==> src/rtl/obliczanie_pkg.sv <==
`default_nettype none
// ============================================================================
// Module      : obliczanie_pkg
// Description : Shared definitions for the rpm -> ticks-per-degree calculator:
//               FSM state encoding, default tick constant, a constant-safe
//               clog2 helper and an all-ones generator used for saturation.
// Revision    : 1.0 - initial release
// ============================================================================
package obliczanie_pkg;

    // Tick-clock cycles per degree at 1 rpm for a 12 kHz tick (12000*60/360).
    localparam int C_K_TAKT_DEFAULT = 2000;

    // Controller state encoding (kept as plain constants for legacy tools).
    typedef logic [1:0] state_t;
    localparam state_t ST_IDLE = 2'd0;
    localparam state_t ST_DIV  = 2'd1;
    localparam state_t ST_DONE = 2'd2;

    // Number of bits needed to hold values 0 .. value-1.
    function automatic int f_clog2(input int value);
        int r;
        int v;
        r = 0;
        v = value - 1;
        while (v > 0) begin
            r = r + 1;
            v = v >> 1;
        end
        return r;
    endfunction

    // All-ones pattern of the given width, right-aligned in 32 bits.
    function automatic logic [31:0] f_all_ones(input int width);
        if (width >= 32) begin
            return 32'hFFFF_FFFF;
        end
        return (32'd1 << width) - 32'd1;
    endfunction

endpackage : obliczanie_pkg
`default_nettype wire

==> src/rtl/dzielnik_sekwencyjny.sv <==
`default_nettype none
// ============================================================================
// Module      : dzielnik_sekwencyjny
// Description : Generic restoring divider, one quotient bit per clock, MSB
//               first. N_W iterations follow a load; done pulses for one
//               cycle once the last bit has been registered.
// Ports       : clk, rst (async, active-high), load, dividend[N_W], divisor[D_W]
//               -> quotient[N_W], remainder[D_W+1], done
// Revision    : 1.0 - initial release
// ============================================================================
module dzielnik_sekwencyjny
    import obliczanie_pkg::*;
#(
    parameter int N_W = 11,
    parameter int D_W = 7
) (
    input  logic             clk,
    input  logic             rst,
    input  logic             load,
    input  logic [N_W-1:0]   dividend,
    input  logic [D_W-1:0]   divisor,
    output logic [N_W-1:0]   quotient,
    output logic [D_W:0]     remainder,
    output logic             done
);

    localparam int C_CNT_W = f_clog2(N_W + 1);

    logic [N_W-1:0]     dvd_q, dvd_d;
    logic [D_W-1:0]     dsr_q, dsr_d;
    logic [D_W:0]       rem_q, rem_d;
    logic [N_W-1:0]     quot_q, quot_d;
    logic [C_CNT_W-1:0] cnt_q, cnt_d;
    logic               done_q, done_d;

    logic [D_W:0]       w_rem_shift;
    logic               w_ge;

    // The partial remainder is always below the divisor (< 2^D_W) before the
    // shift, so D_W+1 bits hold the shifted value without overflow. A zero
    // divisor makes the compare always true; the caller handles that case.
    assign w_rem_shift = {rem_q[D_W-1:0], dvd_q[N_W-1]};
    assign w_ge        = (w_rem_shift >= {1'b0, dsr_q});

    always_comb begin
        dvd_d  = dvd_q;
        dsr_d  = dsr_q;
        rem_d  = rem_q;
        quot_d = quot_q;
        cnt_d  = cnt_q;
        done_d = 1'b0;
        if (load) begin
            dvd_d  = dividend;
            dsr_d  = divisor;
            rem_d  = '0;
            quot_d = '0;
            cnt_d  = C_CNT_W'(N_W);
        end else if (cnt_q != '0) begin
            dvd_d  = {dvd_q[N_W-2:0], 1'b0};
            rem_d  = w_ge ? (w_rem_shift - {1'b0, dsr_q}) : w_rem_shift;
            quot_d = {quot_q[N_W-2:0], w_ge};
            cnt_d  = cnt_q - C_CNT_W'(1);
            done_d = (cnt_q == C_CNT_W'(1));
        end
    end

    always_ff @(posedge clk or posedge rst) begin
        if (rst) begin
            dvd_q  <= '0;
            dsr_q  <= '0;
            rem_q  <= '0;
            quot_q <= '0;
            cnt_q  <= '0;
            done_q <= 1'b0;
        end else begin
            dvd_q  <= dvd_d;
            dsr_q  <= dsr_d;
            rem_q  <= rem_d;
            quot_q <= quot_d;
            cnt_q  <= cnt_d;
            done_q <= done_d;
        end
    end

    assign quotient  = quot_q;
    assign remainder = rem_q;
    assign done      = done_q;

endmodule : dzielnik_sekwencyjny
`default_nettype wire

==> src/rtl/obliczanie_taktowania_param.sv <==
`default_nettype none
// ============================================================================
// Module      : obliczanie_taktowania_param
// Description : Computes taktowanie_na_stopien = K_TAKT / rpm with a
//               sequential restoring divider and a start/valid handshake.
//               Results that do not fit OUT_W bits, or rpm == 0, saturate to
//               all-ones with nasycenie set. Fixed latency: valid rises Q_W+1
//               clocks after the accepting edge.
//               Build option: ROUND_NEAREST_EN - round to nearest instead of
//               floor (quotient+1 when 2*remainder >= rpm, before saturation).
// Ports       : clk, rst (async, active-high), start, rpm[RPM_W]
//               -> busy, valid, taktowanie_na_stopien[OUT_W], nasycenie
// Revision    : 1.0 - initial release
// ============================================================================
module obliczanie_taktowania_param
    import obliczanie_pkg::*;
#(
    parameter int RPM_W  = 7,
    parameter int OUT_W  = 9,
    parameter int K_TAKT = C_K_TAKT_DEFAULT
) (
    input  logic             clk,
    input  logic             rst,
    input  logic             start,
    input  logic [RPM_W-1:0] rpm,
    output logic             busy,
    output logic             valid,
    output logic [OUT_W-1:0] taktowanie_na_stopien,
    output logic             nasycenie
);

    localparam int               Q_W        = f_clog2(K_TAKT + 1);
    localparam logic [Q_W-1:0]   C_DIVIDEND = Q_W'(K_TAKT);
    localparam logic [31:0]      C_ONES32   = f_all_ones(OUT_W);
    localparam logic [OUT_W-1:0] C_SAT      = C_ONES32[OUT_W-1:0];

    state_t             state_q, state_d;
    logic [RPM_W-1:0]   rpm_q, rpm_d;
    logic               busy_q, busy_d;
    logic               valid_q, valid_d;
    logic [OUT_W-1:0]   wynik_q, wynik_d;
    logic               nas_q, nas_d;

    logic               w_accept;
    logic [Q_W-1:0]     w_div_quot;
    logic [RPM_W:0]     w_div_rem;
    logic               w_div_done;
    logic [Q_W:0]       w_q_ext;
    logic [31:0]        w_q32;
    logic               w_sat;

    assign w_accept = (state_q == ST_IDLE) && start;

    dzielnik_sekwencyjny #(
        .N_W (Q_W),
        .D_W (RPM_W)
    ) u_dzielnik (
        .clk       (clk),
        .rst       (rst),
        .load      (w_accept),
        .dividend  (C_DIVIDEND),
        .divisor   (rpm),
        .quotient  (w_div_quot),
        .remainder (w_div_rem),
        .done      (w_div_done)
    );

    // One extra bit so the rounding increment cannot wrap.
`ifdef ROUND_NEAREST_EN
    logic [RPM_W+1:0] w_rem2;
    logic             w_round_up;
    assign w_rem2     = {w_div_rem, 1'b0};
    assign w_round_up = (w_rem2 >= {2'b00, rpm_q});
    assign w_q_ext    = {1'b0, w_div_quot} + {{Q_W{1'b0}}, w_round_up};
`else
    assign w_q_ext    = {1'b0, w_div_quot};
`endif

    assign w_q32 = 32'(w_q_ext);
    assign w_sat = (rpm_q == '0) || (w_q32 > C_ONES32);

    // The result is registered on the edge that enters DONE, so valid and the
    // new output are both visible for the single cycle spent in DONE; a start
    // in that cycle is therefore ignored.
    always_comb begin
        state_d = state_q;
        rpm_d   = rpm_q;
        busy_d  = busy_q;
        valid_d = 1'b0;
        wynik_d = wynik_q;
        nas_d   = nas_q;
        case (state_q)
            ST_IDLE: begin
                if (start) begin
                    state_d = ST_DIV;
                    rpm_d   = rpm;
                    busy_d  = 1'b1;
                end
            end
            ST_DIV: begin
                if (w_div_done) begin
                    state_d = ST_DONE;
                    busy_d  = 1'b0;
                    valid_d = 1'b1;
                    wynik_d = w_sat ? C_SAT : w_q32[OUT_W-1:0];
                    nas_d   = w_sat;
                end
            end
            ST_DONE: begin
                state_d = ST_IDLE;
            end
            default: begin
                state_d = ST_IDLE;
                busy_d  = 1'b0;
            end
        endcase
    end

    always_ff @(posedge clk or posedge rst) begin
        if (rst) begin
            state_q <= ST_IDLE;
            rpm_q   <= '0;
            busy_q  <= 1'b0;
            valid_q <= 1'b0;
            wynik_q <= C_SAT;
            nas_q   <= 1'b0;
        end else begin
            state_q <= state_d;
            rpm_q   <= rpm_d;
            busy_q  <= busy_d;
            valid_q <= valid_d;
            wynik_q <= wynik_d;
            nas_q   <= nas_d;
        end
    end

    assign busy                  = busy_q;
    assign valid                 = valid_q;
    assign taktowanie_na_stopien = wynik_q;
    assign nasycenie             = nas_q;

endmodule : obliczanie_taktowania_param
`default_nettype wire

==> config.mk <==
export PLATFORM = sky130hd
export DESIGN_NAME = obliczanie_taktowania_param
export DESIGN_NICKNAME = d
export VERILOG_FILES = /design/src/rtl/obliczanie_pkg.sv /design/src/rtl/dzielnik_sekwencyjny.sv /design/src/rtl/obliczanie_taktowania_param.sv
export SDC_FILE = /design/constraint.sdc
export NUM_CORES = 1
export LEC_CHECK = 0
export ABC_AREA = 1
export CAP_MARGIN = 40
export CORE_MARGIN = 4
export CORE_UTILIZATION = 50
export CTS_BUF_LIST = sky130_fd_sc_hd__clkbuf_2 sky130_fd_sc_hd__clkbuf_4 sky130_fd_sc_hd__clkbuf_8
export DETAILED_ROUTE_END_ITERATION = 6
export PLACE_DENSITY_LB_ADDON = 0.25
export SETUP_SLACK_MARGIN = 0.2
export SYNTH_ARGS = -nofsm -noshare
export SYNTH_HDL_FRONTEND = slang
export SYNTH_HIERARCHICAL = 1
export SYNTH_SLANG_ARGS = --single-unit
==> constraint.sdc <==
create_clock -name clk -period 2.4 [get_ports clk]
set_clock_uncertainty 0.2 [all_clocks]
set_input_delay 0.48 -clock clk [delete_from_list [all_inputs] [get_ports clk]]
set_output_delay 0.48 -clock clk [all_outputs]
set_load 0.05 [all_outputs]
; Yosys cells after proc, flatten, opt, wreduce, memory -nomap -nowiden
; Index checks and enable logic that the tools add are counted.
[totals]
register_bits = 62
input_bits = 10
out_inout_bits = 12
word_cells = 52
[classes]
n_addsub = 2
magnitude_cmp = 2
eq_ne = 5
muxes = 20
n_bitwise = 1
n_reduce_logical = 10
[ops]
columns = op, count
row1 = 2-to-1 mux 11 bit, 4
row2 = 2-to-1 mux 7 bit, 3
row3 = "> comparator 11 x 9 -> 1 bit, second input constant", 1
row4 = 2-to-1 mux 9 bit, 1
row5 = >= comparator 8 x 7 -> 1 bit, 1
row6 = 2-to-1 mux 4 bit, 2
row7 = logical NOT 7 bit, 1
row8 = subtractor 7 bit, 1
row9 = 2-to-1 mux 1 bit, 6
row10 = AND reduction 2 bit, 3
row11 = "== test 4 x 1 -> 1 bit, second input constant", 1
row12 = 2-to-1 mux 2 bit, 2
row13 = case mux 2 bit (2 select lines), 1
row14 = nonzero test 4 bit, 1
row15 = "subtractor 4 x 1 -> 4 bit, second input constant", 1
row16 = case mux 1 bit (3 select lines), 1
row17 = AND reduction 3 bit, 1
row18 = "== test 2 x 1 -> 1 bit, second input constant", 1
row19 = "== test 2 bit, second input constant", 1
row20 = logical NOT 2 bit, 1
row21 = "inequality test 2 x 1 -> 1 bit, second input constant", 1
row22 = "inequality test 2 bit, second input constant", 1
row23 = nonzero test 2 bit, 1
row24 = logical AND 1 bit, 1
row25 = 2 further kinds, 2

; Logic depth before layout (Yosys ltp)
[depth]
word_depth = 4
ltp_mapped = 12
mapped_depth_nobuf = 12

; By module
; The synthesis kept the hierarchy.
[by_module_without_submodules]
columns = module, instances, cells_each, area_each_um2, seq_area_each_um2
row1 = dzielnik_sekwencyjny, 1, 268, 2280.9, 1051.0
row2 = obliczanie_taktowania_param, 1, 114, 997.2, 536.8

; Least setup slack after synthesis
; Ideal clock, no wire load.
[synth_timing]
path_type = flip-flop to flip-flop
start = register u_dzielnik.dvd_q[10]
end = register u_dzielnik.rem_q[0], in the netlist u_dzielnik/remainder[0]
setup_time_ns = 0.074
arrival_ns = 1.569
path_slack_ns = 0.557
path_stages_with_launch = 13
n_path_buf = 0
synth_period_minus_slack_ns = 1.843
cell_sequence = dfrtp_1 inv_1 ha_1 fa_1 inv_1 nand2_1 nand2_1 nand2_1 nand2_1 nand2_2 nand3_1 nand3_1 o21ai_2
[synth_between]
elab_chain_cells = 4
word_cells_on_any_way = 5
cone_classes = add/sub (1) / order compare (1) / mux (3)
[synth_lines]
columns = element, line_no
row1 = "start, declared", dzielnik_sekwencyjny.sv:29  ; logic [N_W-1:0] dvd_q, dvd_d;
row2 = "start signal, assigned", dzielnik_sekwencyjny.sv:76  ; dvd_q <= dvd_d;
row3 = subtractor 7 bit / >= comparator 8 x 7 -> 1 bit (equally long branches), "dzielnik_sekwencyjny.sv:60, dzielnik_sekwencyjny.sv:43"
row4 = 2-to-1 mux 7 bit (*), dzielnik_sekwencyjny.sv:60  ; rem_d = w_ge ? (w_rem_shift - {1'b0, dsr_q}) : w_rem_shift;
row5 = 2-to-1 mux 7 bit (*), dzielnik_sekwencyjny.sv:58  ; end else if (cnt_q != '0) begin
row6 = 2-to-1 mux 7 bit (*), dzielnik_sekwencyjny.sv:52  ; if (load) begin
row7 = "end signal, assigned", dzielnik_sekwencyjny.sv:78  ; rem_q <= rem_d;
row8 = "end, declared", dzielnik_sekwencyjny.sv:31  ; logic [D_W:0] rem_q, rem_d;
; Mark *: on every way between the ends. The rest lies on a longest branch, timed or not. The select of a mux whose other input is x is not followed.
; A chain may end at the register's enable or synchronous reset.

; Worst setup path in the final report
[layout_timing]
start = register valid_q, in the netlist valid
end = output valid
[layout_lines]
columns = element, line_no
row1 = "start, declared", obliczanie_taktowania_param.sv:40  ; logic valid_q, valid_d;
row2 = "start signal, assigned", obliczanie_taktowania_param.sv:131  ; valid_q <= valid_d;
row3 = "end, declared", obliczanie_taktowania_param.sv:27  ; output logic valid,
; No word-level cell between the ends.

==> reports/metrics.yaml <==
worst_setup_path:
  cp_data_required_time_ns: 1.72
  cp_num_buf_inv: 1
  timing.setup.critical_path_class: "reg -> out"
  critical_path.endpoint_type: "primary output"
  master_of_the_slowest_instance_on_the_critical_path: "clkdlybuf4s50_1"
  crit_path_cell_trace: "clkdlybuf4s50_1"
  arrival_ns: 1.46
  critPathTopFamily: "buffers and inverters"
  critical-path-max-stage-delay_ns: 0.80
  crit_fanout: 1
  worstSetupStartpointType: "flop"
floorplan:
  die_area_um2: 7750
  design.core.area_um2: 6060
  initial_standard_cell_utilization_of_the_core_pct: 52.9
  rows: 28
  die_width_um: 88.1
  io_pins: 22
  die_h_um: 88.1
clock_tree:
  cts.root.buffer_cell: "clkbuf_8"
  cts_htree_levels: 3
  tritoncts: "built"
  ctsHoldBuffers: 0
  clock_path_buffers: 2
  numClockSinks: 62
  clkTransAtPathRegs_ns: 0.07
  cts_buffers: 9
  clock_latency_ns: 0.33
  cts_setup_buffers: 0
drt:
  vias: 2355
  wl_final_um: 6220
  drt_via_density: 4.85
  wire_per_inst_um: 12.8
  detail_route.drc_violations: 0
  first_drt_iteration_drcs: 138
  antenna_left: 0
  first_pass_iters: 4
sta:
  timing.final.crit_period_ns: 2.14
  count_of_endpoints_failing_setup_in_the_final_report: 0
  hold_violations: 0
  setup_tns_ns: 0
  fmax_mhz: 468
  maxSlewViolCount: 0
  setup_slack_ns: 0.263
  worst_slew_pin_slew_ns: 0.516
  timing.max_slew.rel_slack_pct: 65.6
  layout_worst_path_cycle_share_pct: 89.0
  rsz0062_at_grt: "no"
placed_design:
  gp_routability_congestion: 0.861
  dp_slack_ns: 0.254
  buffer_ports.inserted: 21
  place.detailed.hpwl_um: 4480
grt:
  residual_overflow_from_global_routing: 0
  grt_pass1_wl_um: 11100
  via_count_of_the_first_global_routing_pass: 2445
  initial_antenna_violation_count: 0
  grt_max_degree: 42
  total_grt_usage_pct: 18.7
finish:
  post_route_cells_drive_above_1_share_pct: 14.4
  area_delta_synth_final_pct: 16.0
  antenna_cells_inserted: 0
  final_nets: 427
power:
  power_frac_clock_pct: 17.6
  p_leak_nw: 1.89
  sequentialPowerShare_pct: 31.2
  power_report.internal_total_mw: 3.24
  power.combinational.fraction_pct: 51.1
  ir_worst_vdd_v: 0.000768
  power.net_switching_mw: 2.51
  power.switching_fraction_pct: 43.6
  power_density_over_the_cells_nw_per_um2: 1550
flow_run:
  drv.max_cap_violation_count: 0
yosys:
  syn_inst: 369
  number_of_synthesis_warnings: 6
  avgSynthCellArea_um2: 8.68
  netlist_area_um2: 3200
worst_hold_path:
  hp-class: "reg -> reg"
outcome:
  run_status: "finished clean"
[state kept, by name (all words and copies together) (netlist names)]
| register | cells |
|---|---|
| u_dzielnik/dvd_q | 11 |
| u_dzielnik/quotient | 11 |
| taktowanie_na_stopien | 9 |
| rpm_q | 7 |
| u_dzielnik/dsr_q | 7 |
| u_dzielnik/remainder | 7 |
| u_dzielnik/cnt_q | 4 |
| state_q | 2 |
| busy | 1 |
| nasycenie | 1 |
| u_dzielnik/done | 1 |
| valid | 1 |
[cell type report]
cell class | instances | area (µm²)
tap | 75 | 93.8
clock buffer | 12 | 153
inverter | 82 | 310
sequential | 62 | 1560
clock inverter | 4 | 70.1
multi-input combinational | 225 | 1290
timing repair buffer | 26 | 241
fill | 540 | 2340
[routing by layer]
metal  track usage (%)  up-vias  share of wire (%)
li1                  -     1208                  -
met1              26.5     1093                 48
met2              27.9       43                 46
met3              3.39       11                3.6
met4              8.93        0                2.1
met5                 0        -                  0
[path summary, 6_finish.rpt]
kind,cells past startpoint,slack [ns],start,to
setup / recovery,1,0.26,valid,valid
hold / removal,2,0.28,u_dzielnik/quotient[10],u_dzielnik/quotient[10]
setup reg to reg,12,0.36,u_dzielnik/dvd_q[10],u_dzielnik/remainder[1]
hold reg to reg,2,0.28,u_dzielnik/quotient[10],u_dzielnik/quotient[10]
max in group asynchronous,3,1.24,rst,u_dzielnik/remainder[6]
min in group asynchronous,3,0.31,rst,valid
[power by group through the flow]
stage	Clock [mW]	Combinational (mW)	Sequential (mW)
after floorplan	0	2.09	2.05
after global placement	0	2.91	1.80
after detailed placement	0	2.96	1.82
after CTS	1.05	2.94	1.80
after global routing	1.09	3.35	1.85
final	1.01	2.94	1.80
[stage by stage]
step                      cell area, µm²  utilization [%]  hold slack, ns  power, mW  instances
after global placement              3500             57.7           0.271       4.71        470
after CTS                           3710             61.2           0.288       5.79        486
after global routing                3720             61.4           0.325       6.30        486
after detailed placement            3500             57.7           0.271       4.77        470
final                               3720             61.4           0.285       5.75        486
after floorplan                     3240                -           0.245       4.14        378
[cells in the final DEF (no fill, tap or decap), drive strengths merged, types with 3 or more instances in the layout]
master / n
nand2: 93
inv: 82
dfrtp: 53
nand3: 31
o21ai: 24
nor2: 14
clkbuf: 12
conb: 11
clkdlybuf4s50: 10
ha: 10
or2: 10
dlygate4sd2: 9
dfstp: 9
o22ai: 9
buf: 5
a22oi: 4
o221ai: 4
xor2: 3
o211ai: 3
[repair_timing]
action                     CTS  global route
setup endpoints to repair    9             6
gates cloned                 0             0
gates resized for setup      9             3
No activity file was read; power rests on OpenSTA's default activity.
